<file path="src/rtl/enet_pkg.sv">
// enet_pkg: shared definitions for the Ethernet PHY reset sequencer.
//   - default parameter values for enet_phy_reset
//   - FSM state enum
//   - max3() helper used to size the shared down-counter
package enet_pkg;

  localparam int unsigned ENET_NUM_PHY_DEF       = 1;
  localparam int unsigned ENET_RESET_CYCLES_DEF  = 1024;
  localparam int unsigned ENET_SETTLE_CYCLES_DEF = 256;
  localparam int unsigned ENET_STRAP_HOLD_DEF    = 16;
  localparam int unsigned ENET_STRAP_W_DEF       = 4;
  localparam int unsigned ENET_SEQ_W             = 8;

  typedef enum logic [1:0] {
    ST_ASSERT = 2'd0,
    ST_HOLD   = 2'd1,
    ST_SETTLE = 2'd2,
    ST_READY  = 2'd3
  } state_e;

  // Largest of three phase lengths; sizes the shared counter.
  function automatic int unsigned max3(input int unsigned a,
                                       input int unsigned b,
                                       input int unsigned c);
    int unsigned m;
    m = a;
    if (b > m) m = b;
    if (c > m) m = c;
    return m;
  endfunction

endpackage

</file>
<file path="src/rtl/enet_phy_reset.sv">
// enet_phy_reset: power-up / software-requested reset sequencer for up to
// eight Ethernet PHYs. Sequence: ASSERT (reset low) -> HOLD (straps still
// driven) -> SETTLE -> READY, with one shared down-counter timing each phase.
//
// Configuration macro: ENET_PHY_STRAP_EN
//   defined   : straps latched per sequence and driven through ASSERT/HOLD
//   undefined : HOLD skipped, strap_o / strap_oe_o tied 0, strap_cfg_i unused
//
// Ports
//   clk_i          clock
//   rst_i          asynchronous active-high reset (aborts any sequence)
//   rst_req_i      software reset request pulse (honoured only in READY)
//   rst_mask_i     PHYs to reset on a software request
//   strap_cfg_i    strap values latched at the start of each sequence
//   phy_reset_n_o  active-low PHY resets
//   strap_o        strap bus value
//   strap_oe_o     strap bus output enable
//   busy_o         sequence in progress
//   ready_o        idle, ~busy_o
//   done_o         one-clock pulse on sequence completion
//   seq_count_o    completed sequences, saturating at 255
module enet_phy_reset
  import enet_pkg::*;
#(
  parameter int unsigned NUM_PHY       = ENET_NUM_PHY_DEF,
  parameter int unsigned RESET_CYCLES  = ENET_RESET_CYCLES_DEF,
  parameter int unsigned SETTLE_CYCLES = ENET_SETTLE_CYCLES_DEF,
  parameter int unsigned STRAP_HOLD    = ENET_STRAP_HOLD_DEF,
  parameter int unsigned STRAP_W       = ENET_STRAP_W_DEF
) (
  input  logic                  clk_i,
  input  logic                  rst_i,
  input  logic                  rst_req_i,
  input  logic [NUM_PHY-1:0]    rst_mask_i,
  input  logic [STRAP_W-1:0]    strap_cfg_i,
  output logic [NUM_PHY-1:0]    phy_reset_n_o,
  output logic [STRAP_W-1:0]    strap_o,
  output logic                  strap_oe_o,
  output logic                  busy_o,
  output logic                  ready_o,
  output logic                  done_o,
  output logic [ENET_SEQ_W-1:0] seq_count_o
);

  localparam int unsigned CNT_MAX = max3(RESET_CYCLES, SETTLE_CYCLES, STRAP_HOLD);
  localparam int unsigned CNT_W   = $clog2(CNT_MAX + 1);

  state_e                  state_q, state_d;
  logic [CNT_W-1:0]        cnt_q, cnt_d;
  logic [NUM_PHY-1:0]      mask_q, mask_d;
  logic [NUM_PHY-1:0]      phy_n_q, phy_n_d;
  logic                    busy_q, busy_d;
  logic                    ready_q, ready_d;
  logic                    done_q, done_d;
  logic [ENET_SEQ_W-1:0]   seq_q, seq_d;
  logic [STRAP_W-1:0]      strap_q, strap_d;
  logic                    oe_q, oe_d;
  logic                    cnt_last;

  assign cnt_last = (cnt_q == CNT_W'(1));

  // State, counter and registered outputs.
  always_ff @(posedge clk_i or posedge rst_i) begin
    if (rst_i) begin
      state_q <= ST_ASSERT;
      cnt_q   <= CNT_W'(RESET_CYCLES);
      mask_q  <= '1;
      phy_n_q <= '0;
      busy_q  <= 1'b1;
      ready_q <= 1'b0;
      done_q  <= 1'b0;
      seq_q   <= '0;
      strap_q <= '0;
`ifdef ENET_PHY_STRAP_EN
      oe_q    <= 1'b1;
`else
      oe_q    <= 1'b0;
`endif
    end else begin
      state_q <= state_d;
      cnt_q   <= cnt_d;
      mask_q  <= mask_d;
      phy_n_q <= phy_n_d;
      busy_q  <= busy_d;
      ready_q <= ready_d;
      done_q  <= done_d;
      seq_q   <= seq_d;
      strap_q <= strap_d;
      oe_q    <= oe_d;
    end
  end

  // Next-state, counter and output decode.
  always_comb begin
    state_d = state_q;
    cnt_d   = cnt_q;
    mask_d  = mask_q;
    phy_n_d = phy_n_q;
    done_d  = 1'b0;
    seq_d   = seq_q;
    strap_d = strap_q;

    unique case (state_q)
      ST_ASSERT: begin
        phy_n_d = ~mask_q;
`ifdef ENET_PHY_STRAP_EN
        // Counter still full means this is the first ASSERT clock.
        if (cnt_q == CNT_W'(RESET_CYCLES)) strap_d = strap_cfg_i;
`endif
        if (cnt_last) begin
          phy_n_d = '1;
`ifdef ENET_PHY_STRAP_EN
          state_d = ST_HOLD;
          cnt_d   = CNT_W'(STRAP_HOLD);
`else
          state_d = ST_SETTLE;
          cnt_d   = CNT_W'(SETTLE_CYCLES);
`endif
        end else begin
          cnt_d = cnt_q - CNT_W'(1);
        end
      end
      ST_HOLD: begin
        phy_n_d = '1;
        if (cnt_last) begin
          state_d = ST_SETTLE;
          cnt_d   = CNT_W'(SETTLE_CYCLES);
        end else begin
          cnt_d = cnt_q - CNT_W'(1);
        end
      end
      ST_SETTLE: begin
        if (cnt_last) begin
          state_d = ST_READY;
          done_d  = 1'b1;
          strap_d = '0;
          seq_d   = (seq_q == '1) ? seq_q : seq_q + ENET_SEQ_W'(1);
        end else begin
          cnt_d = cnt_q - CNT_W'(1);
        end
      end
      ST_READY: begin
        if (rst_req_i && (|rst_mask_i)) begin
          state_d = ST_ASSERT;
          cnt_d   = CNT_W'(RESET_CYCLES);
          mask_d  = rst_mask_i;
          phy_n_d = ~rst_mask_i;
        end
      end
      default: ;
    endcase

    busy_d  = (state_d != ST_READY);
    ready_d = ~busy_d;
`ifdef ENET_PHY_STRAP_EN
    oe_d    = (state_d == ST_ASSERT) || (state_d == ST_HOLD);
`else
    oe_d    = 1'b0;
`endif
  end

`ifdef ENET_PHY_STRAP_EN
  assign strap_o    = strap_q;
  assign strap_oe_o = oe_q;
`else
  logic unused_strap;
  assign unused_strap = (^strap_cfg_i) ^ (^strap_q) ^ oe_q;
  assign strap_o      = '0;
  assign strap_oe_o   = 1'b0;
`endif

  assign phy_reset_n_o = phy_n_q;
  assign busy_o        = busy_q;
  assign ready_o       = ready_q;
  assign done_o        = done_q;
  assign seq_count_o   = seq_q;

endmodule

</file>
<file path="config.mk">
export PLATFORM = sky130hd
export DESIGN_NAME = enet_phy_reset
export DESIGN_NICKNAME = d
export VERILOG_FILES = /design/src/rtl/enet_pkg.sv /design/src/rtl/enet_phy_reset.sv
export SDC_FILE = /design/constraint.sdc
export NUM_CORES = 1
export LEC_CHECK = 0
export BUFFER_PORTS_ARGS = -buffer_cell sky130_fd_sc_hd__buf_2
export CELL_PAD_IN_SITES_DETAIL_PLACEMENT = 1
export CELL_PAD_IN_SITES_GLOBAL_PLACEMENT = 1
export CORE_ASPECT_RATIO = 0.6
export CORE_UTILIZATION = 45
export CTS_BUF_LIST = sky130_fd_sc_hd__clkbuf_4 sky130_fd_sc_hd__clkbuf_8 sky130_fd_sc_hd__clkbuf_16
export DETAILED_ROUTE_END_ITERATION = 16
export PLACE_DENSITY = 0.87
export SLEW_MARGIN = 15
export SYNTH_ARGS = -nofsm -noshare
export SYNTH_HDL_FRONTEND = slang
export SYNTH_SLANG_ARGS = --single-unit
</file>
<file path="constraint.sdc">
create_clock -name clk_i -period 4.9 [get_ports clk_i]
set_input_delay 0.98 -clock clk_i [delete_from_list [all_inputs] [get_ports clk_i]]
set_output_delay 0.98 -clock clk_i [all_outputs]
set_load 0.02 [all_outputs]
</file>
==> Word-level counts from Yosys, hierarchy flattened <==
Cells that the tools add are included.
{ "op_classes": {"bitwise": 4, "muxes": 13, "n_addsub": 2, "n_reduce_logical": 8, "eq_ne": 8} }
{ "ops": {"columns": ["op", "count"], "rows": [
  ["2-to-1 mux 11 bit", 3],
  ["case mux 11 bit (3 select lines)", 1],
  ["== test 11 x 1 -> 1 bit (second input constant)", 1],
  ["subtractor 11 x 1 -> 11 bit (second input constant)", 1],
  ["adder 8 x 1 -> 8 bit (second input constant)", 1],
  ["== test 8 bit (second input constant)", 1],
  ["2-to-1 mux 2 bit", 3],
  ["inequality test 2 bit (second input constant)", 3],
  ["case mux 2 bit (3 select lines)", 1],
  ["AND reduction 2 bit", 3],
  ["== test 2 bit (second input constant)", 2],
  ["2-to-1 mux 1 bit", 4],
  ["inverter 1 bit", 4],
  ["case mux 1 bit (3 select lines)", 1],
  ["AND reduction 3 bit", 1],
  ["nonzero test 3 bit", 1],
  ["== test 2 x 1 -> 1 bit (second input constant)", 1],
  ["zero test 2 bit", 1],
  ["OR reduction 2 bit", 1],
  ["logical AND 1 bit", 1]
]} }
{ "totals": {"regBits": 26, "inputBits": 8, "wordCells": 43} }

==> Logic depth before layout (Yosys ltp) <==
{ "depth": {"depth_word": 5, "mapped_depth": 8} }

==> Worst setup path after synthesis <==
No wires, ideal clock.
{ "synth_timing": {"path_kind": "register -> register", "startpoint": "register cnt_q[1]", "endpoint": "register state_q[0]", "n_path_buf": 1, "setup_slack_ns": 2.984, "path_stages_with_launch": 7, "t_required_ns": 4.780, "setup_ns": 0.120, "t_arrival_ns": 1.797, "cell_sequence": "dfrtp_1 inv_1 ha_1 or4b_1 or4_4 buf_6 and3_1"} }
{ "synth_between": {"elab_chain_len": 3, "word_cells_on_any_way": 4, "classes_between": "eq/ne (1); mux (3)"} }
{ "synth_lines": {"columns": ["element", "line", "text"], "rows": [
  ["start, declared", "enet_phy_reset.sv:49", "logic [CNT_W-1:0] cnt_q, cnt_d;"],
  ["start signal, assigned", "enet_phy_reset.sv:66", "cnt_q <= CNT_W'(RESET_CYCLES);"],
  ["start signal, assigned", "enet_phy_reset.sv:81", "cnt_q <= cnt_d;"],
  ["== test 11 x 1 -> 1 bit *", "enet_phy_reset.sv:60", "assign cnt_last = (cnt_q == CNT_W'(1));"],
  ["2-to-1 mux 2 bit (on tied branches)", "enet_phy_reset.sv:133, enet_phy_reset.sv:110, enet_phy_reset.sv:125", null],
  ["case mux 2 bit (3 select lines) *", "enet_phy_reset.sv:103", "unique case (state_q)"],
  ["named net state_d[0]", "enet_phy_reset.sv:48", "state_e state_q, state_d;"],
  ["end signal, assigned", "enet_phy_reset.sv:80", "state_q <= state_d;"],
  ["end, declared", "enet_phy_reset.sv:48", null]
]} }
Mark *: on every way through the listed nets, which the timed path passes. The rest lies on a longest branch.
A chain may end at the register's enable or synchronous reset.

==> Worst setup path after layout <==
{ "layout_timing": {"startpoint": "register cnt_q[1]", "endpoint": "register cnt_q[7]"} }
{ "layout_between": {"elab_chain_len": 3, "word_cells_on_any_way": 7, "classes_between": "add/sub (1); eq/ne (2); mux (3); reduce/logical (1)"} }
{ "layout_lines": {"columns": ["element", "line", "text"], "rows": [
  ["subtractor 11 x 1 -> 11 bit or == test 11 x 1 -> 1 bit (tied branches)", null, null],
  ["2-to-1 mux 11 bit (tied with other cells)", "enet_phy_reset.sv:133", "if (cnt_last) begin"],
  ["case mux 11 bit (3 select lines) or AND reduction 2 bit (tied branches)", null, null]
]} }
Several ways; a longest one is shown, not always the timed one. The select of a mux whose other input is x is not followed.

==> impl_summary.log <==
[metrics] power density normalized to cell area: roughly 230 nW/um^2
[metrics] flop and latch count out of synthesis: 26
[metrics] I/O pin count: 25
[metrics] max_slew headroom: between 30% and 40%
[metrics] utilization after layout: between 50 and 60%
[metrics] Sequential Area: between 600 and 700 um^2
[metrics] clock tree from TritonCTS: done
[metrics] outcome: finished, final reports clean
[metrics] full die area: approximately 3400 um^2
[metrics] final routed DRC violation total: 0
[metrics] critical-path cell list: inv_1 -> ha_1 -> nor4b_2 -> a31o_1 -> and2_1 -> inv_2 -> a31oi_1
[metrics] clock edge transition at the registers on the reported setup and hold paths: 90 ps
[metrics] mean routed wirelength per cell: between 15 and 20 um
[metrics] layout overhead on the synthesized area: 8.78%
[metrics] final weighted congestion in routability-driven placement: between 0.8 and 0.9
[metrics] Net count, final: about 170
[metrics] critical setup path kind: reg2reg
[metrics] initial antenna violation count: 0
[metrics] commonest cells after routing, fill and taps aside: 23 x sky130_fd_sc_hd__dfrtp_1, 15 x sky130_fd_sc_hd__buf_2, 12 x sky130_fd_sc_hd__nand2_1, 11 x sky130_fd_sc_hd__nand3_1
[metrics] clock insertion delay at the later pin of the skew report: 270 ps
[metrics] maximum clock frequency: ~0.43 GHz
[metrics] maximum net fanout on the critical path: 10
[metrics] summed instance area of the synthesized netlist: 1430 um^2
[metrics] area of the multi-input gates: approximately 700 um^2
[metrics] CTS root buffer: sky130_fd_sc_hd__clkbuf_8
[metrics] Min-Delay Path Class: reg2reg
[metrics] number of enable flip-flop cells after synthesis: 0
[metrics] clock sinks: 26
[metrics] GR Util All Layers: 23.5%
[metrics] min cycle time layout: between 2000 and 2500 ps
[metrics] vertical extent of the die: 45.6 um
[metrics] cts-stage hold buffer count: 0
[metrics] antenna-violating nets left: 0
[metrics] Die W: around 75 um
[metrics] average vias per placed instance: 5.89
[metrics] H-tree depth: 1
[metrics] drt total wl: between 3000 and 4000 um
[metrics] port bufs: 15
[metrics] via count of the first global-routing pass: ~1100
[metrics] effective utilization at floorplan: 48.4%
[metrics] startpoint of the worst register-to-register path: cnt_q[1]
[metrics] pins over their slew limit: 0
[metrics] number of DRC markers after the initial detailed-route iteration: 72
[metrics] final-layout fill cell count: ~340
[metrics] share of the cycle needed by the critical path after routing: between 40% and 50%
[metrics] synthesized area per cell: 10.1 um^2
[metrics] slowest library cell on the worst path: sky130_fd_sc_hd__a31o_1
[metrics] maximum buffer depth of the clock tree: 2
[metrics] std cell rows: 15
[metrics] Mapped Cells: 141
[metrics] maximum number of pins on one net before global-route repair: 27
[metrics] Num CTS Buffers: 3
[metrics] sum of net half-perimeters after detailed placement: between 2000 and 3000 um
[metrics] source of the critical timing path: cnt_q[1]
[metrics] Max-Cap Viols: 0
[metrics] count of instances resized after the clock tree is built: 0
[metrics] Static Leak: between 0.7 and 0.8 nW
[metrics] Hold Vio Cnt, Final: 0
[metrics] Async SR Flop Fraction: 100%
[metrics] RSZ-0062 raised after global routing: no
[metrics] data arrival time at the worst-slack endpoint: between 2000 and 3000 ps
[metrics] fraction of final layout cells with drive strength greater than 1: a little over a fifth
[metrics] Max stage delay on crit path: about 460 ps
[metrics] yosys synthesis warning count: 0
[metrics] commonest register cell after synthesis: sky130_fd_sc_hd__dfrtp_1
[metrics] # Post-CTS Setup Buffers: 0
[metrics] total number of vias: 1154
[metrics] commonest non-fill, non-tap cell in the layout: sky130_fd_sc_hd__dfrtp_1
[metrics] sequential fraction of the synthesis area: 45.9%
[metrics] global-route wire length before repair: 5770 um
[metrics] clock skew after layout: between 5 and 6 ps
[metrics] accumulated negative setup slack: 0 ps
[metrics] number of distinct library cells after synthesis: a little under 50
[metrics] transition time of the tightest slew-check pin: ~1000 ps
[metrics] capturing element type of the critical path: flip-flop
[metrics] Core Region: 2950 um^2
[metrics] critical path data required time: about 5100 ps
[metrics] final setup fails: 0
[metrics] overflow left after global routing: 0
[metrics] maximum vdd ir drop: 0.143 mV
[metrics] TritonRoute pass-1 iters: 4
[metrics] final antenna diode count: 0
[metrics] crit path launch type: flip-flop
[metrics] Worst Hold Launch: mask_q
==> Yosys cell counts, drive strengths merged, types with 2 or more instances <==
cell,number,area [um^2]
dfrtp,23,576
nand2,12,45.0
nand3,11,55.1
buf,8,58.8
inv,6,22.5
nor2,5,18.8
nor3,5,25.0
a21oi,4,20.0
mux2i,4,40.0
nand3b,4,30.0
nor3b,4,30.0
nor4,4,37.5
o21ai,4,20.0
xor2,4,35.0
dfstp,3,78.8
ha,3,37.5
nand4,3,25.0
o31a,3,27.5
or4,3,30.0
and2,2,12.5
clkbuf,2,7.51
mux2,2,22.5
nand2b,2,12.5
xnor2,2,17.5
==> critical path, delay by kind of cell, from the launching register on <==
family | cells | cell delay, ps
buf+inv | 2 | 210
flops | 1 | 410
compound gates | 2 | 660
fa+ha+maj | 1 | 190
simple gates | 2 | 790
==> final cells by class <==
class / instances / share of cell area (%)
timing repair buffer: 15 / 4.84
inverter: 6 / 1.45
sequential: 26 / 42.2
multi-input combinational: 103 / 45.0
tap: 42 / 3.39
clock buffer: 4 / 3.15
==> stage by stage <==
step / cells / setup WS, ps / total power, mW / hold WS [ps] / area [um^2]
floorplan: 145 / 2980 / 0.228 / 452 / 1440
global placement: 192 / 2800 / 0.228 / 468 / 1500
detailed placement: 192 / 2620 / 0.228 / 491 / 1500
CTS: 196 / 2580 / 0.356 / 504 / 1550
global route: 196 / 2350 / 0.366 / 519 / 1550
finish: 196 / 2550 / 0.355 / 506 / 1550
==> cell families after synthesis <==
logic type               after synthesis  share of synthesized area [%]
AO/OA/AOI/OAI                         21                           10.2
XOR/XNOR                               6                           3.69
adder cells (fa/ha/maj)                3                           2.63
buffers and inverters                 16                           6.23
flip-flops                            26                           45.9
multiplexers                           6                           4.39
other                                  1                          0.263
AND/OR/NAND/NOR                       62                           26.7
==> registers in the layout, indices dropped and copies added, names as in the netlist <==
signal	count
busy_o	1
cnt_q	11
done_o	1
mask_q	1
phy_reset_n_o	1
ready_o	1
seq_count_o	8
state_q	2
==> routing by layer <==
metal / global-route usage, % / routed length [um] / vias up
met4: 3.40 / 14 / 0
met3: 5.31 / 186 / 2
met2: 36.9 / 1570 / 40
met1: 34.1 / 1710 / 586
met5: 0 / 0 / -
li1: - / - / 526
==> report_power, final <==
group          leakage (nW)  switching, mW  internal [mW]
clock                0.0262         0.0682         0.0638
sequential            0.328              0          0.215
combinational         0.360        0.00800       0.000884
==> worst paths after layout <==
| check | slack (ps) | to | cells after the start |
|---|---|---|---|
| worst max register to register | 2550 | cnt_q[7] | 7 |
| worst max-delay path | 2550 | cnt_q[7] | 7 |
| max in group asynchronous | 3360 | seq_count_o[0] | 2 |
| min in group asynchronous | 930 | done_o | 2 |
| worst min register to register | 510 | mask_q | 1 |
| worst min-delay path | 510 | mask_q | 1 |
No activity file was read; power rests on OpenSTA's default activity.
